<file path="config.mk">
export PLATFORM = sky130hd
export DESIGN_NAME = mips_id_ex_stage
export DESIGN_NICKNAME = d
export VERILOG_FILES = /design/src/rtl/mips_pkg.sv /design/src/rtl/mips_fwd_mux.sv /design/src/rtl/mips_id_ex_stage.sv
export SDC_FILE = /design/constraint.sdc
export NUM_CORES = 1
export LEC_CHECK = 0
export ABC_CLOCK_PERIOD_IN_PS = 5100
export BUFFER_PORTS_ARGS = -buffer_cell sky130_fd_sc_hd__buf_2
export CELL_PAD_IN_SITES_DETAIL_PLACEMENT = 2
export CELL_PAD_IN_SITES_GLOBAL_PLACEMENT = 2
export CORE_ASPECT_RATIO = 0.8
export CORE_MARGIN = 4
export CORE_UTILIZATION = 30
export CTS_BUF_LIST = sky130_fd_sc_hd__clkbuf_16
export DETAILED_ROUTE_END_ITERATION = 8
export PLACE_DENSITY_LB_ADDON = 0.1
export SLEW_MARGIN = 20
export SYNTH_ARGS = -nofsm -noshare
export SYNTH_HDL_FRONTEND = slang
export SYNTH_SLANG_ARGS = --single-unit
export TNS_END_PERCENT = 50
</file>
<file path="constraint.sdc">
create_clock -name clk -period 5.1 [get_ports clk]
set_input_delay 1.53 -clock clk [delete_from_list [all_inputs] [get_ports clk]]
set_output_delay 1.53 -clock clk [all_outputs]
set_load 0.1 [all_outputs]
</file>
<file path="src/rtl/mips_pkg.sv">
// Shared types for the MIPS pipeline: ALU op codes,
// forward-select codes and the ID/EX control bundle.
package mips_pkg;

  typedef enum logic [2:0] {
    ALU_AND  = 3'b000,
    ALU_OR   = 3'b001,
    ALU_ADD  = 3'b010,
    ALU_ANDN = 3'b100,
    ALU_ORN  = 3'b101,
    ALU_SUB  = 3'b110,
    ALU_SLT  = 3'b111
  } alu_op_e;

  typedef enum logic [1:0] {
    FWD_NONE = 2'b00,
    FWD_W    = 2'b01,
    FWD_M    = 2'b10
  } fwd_sel_e;

  typedef struct packed {
    logic       reg_write;
    logic       mem_to_reg;
    logic       mem_write;
    logic       alu_src;
    logic       reg_dst;
    logic [2:0] alu_op;
    logic       valid;
  } ctl_t;

endpackage

</file>
<file path="src/rtl/mips_fwd_mux.sv">
// Operand forwarding mux: picks the newest in-flight
// value for one source register, Memory before Writeback.
module mips_fwd_mux
  import mips_pkg::*;
#(
  parameter int W = 32,
  parameter int R = 5
) (
  input  logic [R-1:0] src_i,
  input  logic [R-1:0] wreg_m_i,
  input  logic         we_m_i,
  input  logic [R-1:0] wreg_w_i,
  input  logic         we_w_i,
  input  logic [W-1:0] rd_i,
  input  logic [W-1:0] alu_m_i,
  input  logic [W-1:0] res_w_i,
  output fwd_sel_e     sel_o,
  output logic [W-1:0] data_o
);

  logic nz;
  logic hit_m;
  logic hit_w;

  // $0 is hardwired, so a write to it must never be forwarded
  assign nz    = (src_i != '0);
  assign hit_m = we_m_i & nz & (wreg_m_i == src_i);
  assign hit_w = we_w_i & nz & (wreg_w_i == src_i);

  always_comb begin
    sel_o  = FWD_NONE;
    data_o = rd_i;
    if (hit_m) begin
      sel_o  = FWD_M;
      data_o = alu_m_i;
    end else if (hit_w) begin
      sel_o  = FWD_W;
      data_o = res_w_i;
    end
  end

endmodule

</file>
<file path="src/rtl/mips_id_ex_stage.sv">
// ID/EX register with load-use stall detection and
// M/W forwarding into the execute-stage ALU operands.
module mips_id_ex_stage
  import mips_pkg::*;
#(
  parameter int WIDTH = 32,
  parameter int RADDR = 5
) (
  input  logic             clk,
  input  logic             reset,
  input  logic [WIDTH-1:0] RD1D,
  input  logic [WIDTH-1:0] RD2D,
  input  logic [WIDTH-1:0] SignImmD,
  input  logic [RADDR-1:0] RsD,
  input  logic [RADDR-1:0] RtD,
  input  logic [RADDR-1:0] RdD,
  input  logic             RegWriteD,
  input  logic             MemtoRegD,
  input  logic             MemWriteD,
  input  logic             ALUSrcD,
  input  logic             RegDstD,
  input  logic [2:0]       ALUControlD,
  input  logic             ValidD,
  input  logic             FlushE,
  input  logic [RADDR-1:0] WriteRegM,
  input  logic [RADDR-1:0] WriteRegW,
  input  logic             RegWriteM,
  input  logic             RegWriteW,
  input  logic [WIDTH-1:0] ALUOutM,
  input  logic [WIDTH-1:0] ResultW,
  output logic             StallD,
  output logic [WIDTH-1:0] SrcAE,
  output logic [WIDTH-1:0] SrcBE,
  output logic [2:0]       ALUControlE,
  output logic [WIDTH-1:0] WriteDataE,
  output logic [RADDR-1:0] WriteRegE,
  output logic             RegWriteE,
  output logic             MemtoRegE,
  output logic             MemWriteE,
  output logic             ValidE
);

  ctl_t             ctl_d;
  ctl_t             ctl_q;
  logic [WIDTH-1:0] rd1_q;
  logic [WIDTH-1:0] rd2_q;
  logic [WIDTH-1:0] imm_q;
  logic [RADDR-1:0] rs_q;
  logic [RADDR-1:0] rt_q;
  logic [RADDR-1:0] rd_q;
  logic             bubble;
  fwd_sel_e         sel_a;
  fwd_sel_e         sel_b;
  logic [WIDTH-1:0] fwd_a;
  logic [WIDTH-1:0] fwd_b;
  logic             unused_sel;

  assign StallD = ctl_q.mem_to_reg & ctl_q.valid
                & (rt_q != '0)
                & ((rt_q == RsD) | (rt_q == RtD));

  assign bubble = FlushE | StallD;

  always_comb begin
    ctl_d = '{
      reg_write:  RegWriteD,
      mem_to_reg: MemtoRegD,
      mem_write:  MemWriteD,
      alu_src:    ALUSrcD,
      reg_dst:    RegDstD,
      alu_op:     ALUControlD,
      valid:      ValidD
    };
    // bubble kills only the side-effecting bits; the rest holds
    if (bubble) begin
      ctl_d            = ctl_q;
      ctl_d.reg_write  = 1'b0;
      ctl_d.mem_to_reg = 1'b0;
      ctl_d.mem_write  = 1'b0;
      ctl_d.valid      = 1'b0;
    end
  end

  always_ff @(posedge clk or posedge reset) begin
    if (reset) begin
      ctl_q <= '0;
      rd1_q <= '0;
      rd2_q <= '0;
      imm_q <= '0;
      rs_q  <= '0;
      rt_q  <= '0;
      rd_q  <= '0;
    end else begin
      ctl_q <= ctl_d;
      if (!bubble) begin
        rd1_q <= RD1D;
        rd2_q <= RD2D;
        imm_q <= SignImmD;
        rs_q  <= RsD;
        rt_q  <= RtD;
        rd_q  <= RdD;
      end
    end
  end

  mips_fwd_mux #(.W(WIDTH), .R(RADDR)) u_fwd_a (
    .src_i    (rs_q),
    .wreg_m_i (WriteRegM),
    .we_m_i   (RegWriteM),
    .wreg_w_i (WriteRegW),
    .we_w_i   (RegWriteW),
    .rd_i     (rd1_q),
    .alu_m_i  (ALUOutM),
    .res_w_i  (ResultW),
    .sel_o    (sel_a),
    .data_o   (fwd_a)
  );

  mips_fwd_mux #(.W(WIDTH), .R(RADDR)) u_fwd_b (
    .src_i    (rt_q),
    .wreg_m_i (WriteRegM),
    .we_m_i   (RegWriteM),
    .wreg_w_i (WriteRegW),
    .we_w_i   (RegWriteW),
    .rd_i     (rd2_q),
    .alu_m_i  (ALUOutM),
    .res_w_i  (ResultW),
    .sel_o    (sel_b),
    .data_o   (fwd_b)
  );

  assign unused_sel  = ^{sel_a, sel_b};

  assign SrcAE       = fwd_a;
  assign WriteDataE  = fwd_b;
  assign SrcBE       = ctl_q.alu_src ? imm_q : fwd_b;
  assign ALUControlE = ctl_q.alu_op;
  assign WriteRegE   = ctl_q.reg_dst ? rd_q : rt_q;
  assign RegWriteE   = ctl_q.reg_write;
  assign MemtoRegE   = ctl_q.mem_to_reg;
  assign MemWriteE   = ctl_q.mem_write;
  assign ValidE      = ctl_q.valid;

endmodule

</file>
==> results.toml <==
[die]
ios = 308
die_w_microns = 185
fp.dieH_microns = 149
initial_utilization_pct = 30.6
rows = 51
die_area_sq_um = 27600
fp.coreArea_sq_um = 24400

[setup_path]
crit_buf_inv = 4
max_stage_delay_ns = 0.40
cp_common_cell = "buf_12"
worst_setup_path_end_kind = "output port"
crit_arrival_ns = 3.46
path_delay_family = "buffers and inverters"
worstPathRequired_ns = 3.57
critPathSlowestCell = "nor4_1"
critPathKind = "in -> out"
worstPathMaxFanout = 13
reg2reg_slack_ns = 2.21
cp_cell_sequence = "buf_2, xor2_1, nor4_1, buf_4, a21oi_4, buf_12, a221oi_2, buf_12"
startpoint_type = "primary input"

[finish]
nets = 1137
fillers = 2464
drive_gt1_share_pct = 59.0
stdcell_count = 1272
final_common_cell = "buf_2"
area_growth_syn_to_layout_pct = 53.9
layout_common_cells = "buf_2 (213), dfrtp_1 (119), buf_12 (101)"
seq_area_sq_um = 3010
multi_input_area_sq_um = 4240

[power]
power.density_nw_per_um2 = 377
ir_drop_mv = 0.190
p_leak_nw = 5.20
p_total_w = 0.00434

[cts]
clock-sinks = 120
cts_tree = "done"
htree_levels = 4
holdBufCountCts = 0
cts_setup_buffers = 0
ctsRootBufferMaster = "clkbuf_16"
insertion_delay_ns = 0.41
path_clk_slew_ns = 0.06
cts_buffers = 17
ctsResizeCount = 0
cts.path.max_buffers = 2

[sta]
clock_skew_ns = 0.00973
tightest_slew_ns = 1.06
whs_ns = 0.508
timing.final.crit_share_pct = 97.8
hold_viol = 0
max_freq_mhz = 201
fin_ws_ns = 0.113
final-setup-viol-count = 0
max_slew_margin_pct = 29.2
final_max_slew_viol_count = 0
setup_tns_ns = 0
rsz0062_at_grt = "false"
finalCriticalPeriod_ns = 4.99

[drt]
wl_per_cell_microns = 23.7
ant_nets = 0
post-route-drc-count = 0
routed_via_density = 4.98
vias = 6338
routed_wl_mm = 30.1
drt_iter0_drc = 252
drt-pass1-iter-count = 4

[grt]
first_global_vias = 7407
grt_usage_pct = 21.6
antenna_found_initial = 8
grt_start_max_net_pins = 69
grt_pass1_wl_mm = 45.3
overflow = 0

[logic_synthesis]
yosysUniqueCellTypes = 34
synthMuxAreaShare_pct = 30.4
ys_warn_count = 0
synth_compound_area_share_pct = 11.8
ys_seq_area_share_pct = 40.1
synth_edf_count = 0
ys.flop_type = "dfrtp_1"
synth.ff_latch_count = 120
syn_inst = 646
async_reset_ff_share_pct = 100
synthAdderAreaFrac_pct = 0
synth_top_family_by_area = "multiplexers"
synth_xor_area_share_pct = 3.39
synthSimpleGateAreaFrac_pct = 7.54
avgSynthCellArea_sq_um = 11.6
synth_area_sq_um = 7490
syn-num-nets = 845

[placement]
place_congestion = 0.877
dpl.cell_count = 1237
dp.final_hpwl_mm = 22.8
place_ws_ns = 0.110
io_buffer_count = 307

[worst_hold_path]
hold_class = "reg -> reg"

[flow_run]
drv_cap = 0

[outcome]
status = "finished, final reports clean"
-- layout make-up --
cell class | count | area share, %
multi-input combinational | 437 | 36.8
timing repair buffer | 327 | 27.6
clock buffer | 17 | 3.69
inverter | 35 | 1.16
antenna | 3 | 0.0651
sequential | 120 | 26.1
tap | 318 | 3.45
clock inverter | 15 | 1.13
-- power by group --
part / switching [W] / internal [W] / leakage, nW
registers: 0.000103 / 0.00105 / 1.41
clock network: 0.000473 / 0.000670 / 0.259
logic: 0.00130 / 0.000745 / 3.53
total: 0.00188 / 0.00246 / 5.20
-- registers in the layout (all words and copies together), names as in the netlist, 2 cells and up --
name,count
ALUControlE,3
rd_q,5
rs_q,5
ctl_q,2
rd1_q,32
rt_q,5
rd2_q,32
imm_q,32
-- through the flow --
step	cell area [sq um]	util, %
after floorplan	7700	-
after global placement	11000	44.8
after detailed placement	11000	44.8
after CTS	11500	47.1
after global routing	11500	47.2
final	11500	47.2
-- routing by layer --
metal / vias to the layer above / track usage (%) / part of all wire (%)
li1: 2893 / - / -
met1: 3212 / 26.2 / 41
met2: 190 / 37.8 / 51
met3: 31 / 6.90 / 6.5
met4: 12 / 4.62 / 1.1
met5: - / 0 / 0.20
-- worst register-to-register path: stages, from the launching register on --
cell     delay [ns]
dfrtp_1        0.52
nor4_2         0.47
and2_1         0.28
o21ba_4        0.47
buf_4          0.58
mux2_2         0.44
-- final timing paths --
check / startpoint / to / cells after the start
max: WriteRegM[0] / SrcBE[0] / 8
min: rd_q[1]$_DFFE_PP0N_ / rd_q[1]$_DFFE_PP0N_ / 1
max reg2reg: rt_q[4]$_DFFE_PP0N_ / rd1_q[29]$_DFFE_PP0N_ / 5
min reg2reg: rd_q[1]$_DFFE_PP0N_ / rd_q[1]$_DFFE_PP0N_ / 1
max in group asynchronous: reset / imm_q[27]$_DFFE_PP0N_ / 3
min in group asynchronous: reset / ALUControlE[2]$_DFFE_PP0N_ / 2
-- cell families after synthesis --
family / Yosys count
simple gates: 122
buf+inv: 89
flops: 120
mux: 179
xor+xnor: 29
compound gates: 107
-- Yosys cell counts, types with 7 or more instances --
cell / instances / area (sq um)
nor3_1: 32 / 160
buf_4: 7 / 52.6
a221oi_2: 30 / 450
xor2_1: 18 / 158
clkbuf_1: 22 / 82.6
a21oi_1: 33 / 165
buf_2: 8 / 40.0
o21ai_1: 12 / 60.1
o21ai_0: 21 / 105
dfrtp_1: 120 / 3000
xnor2_1: 11 / 96.3
mux2_2: 24 / 270
mux2i_1: 64 / 641
mux2_4: 91 / 1370
nand2_1: 37 / 139
buf_6: 13 / 146
nor2_1: 36 / 135
inv_1: 35 / 131
(Power assumes the default switching activity.)
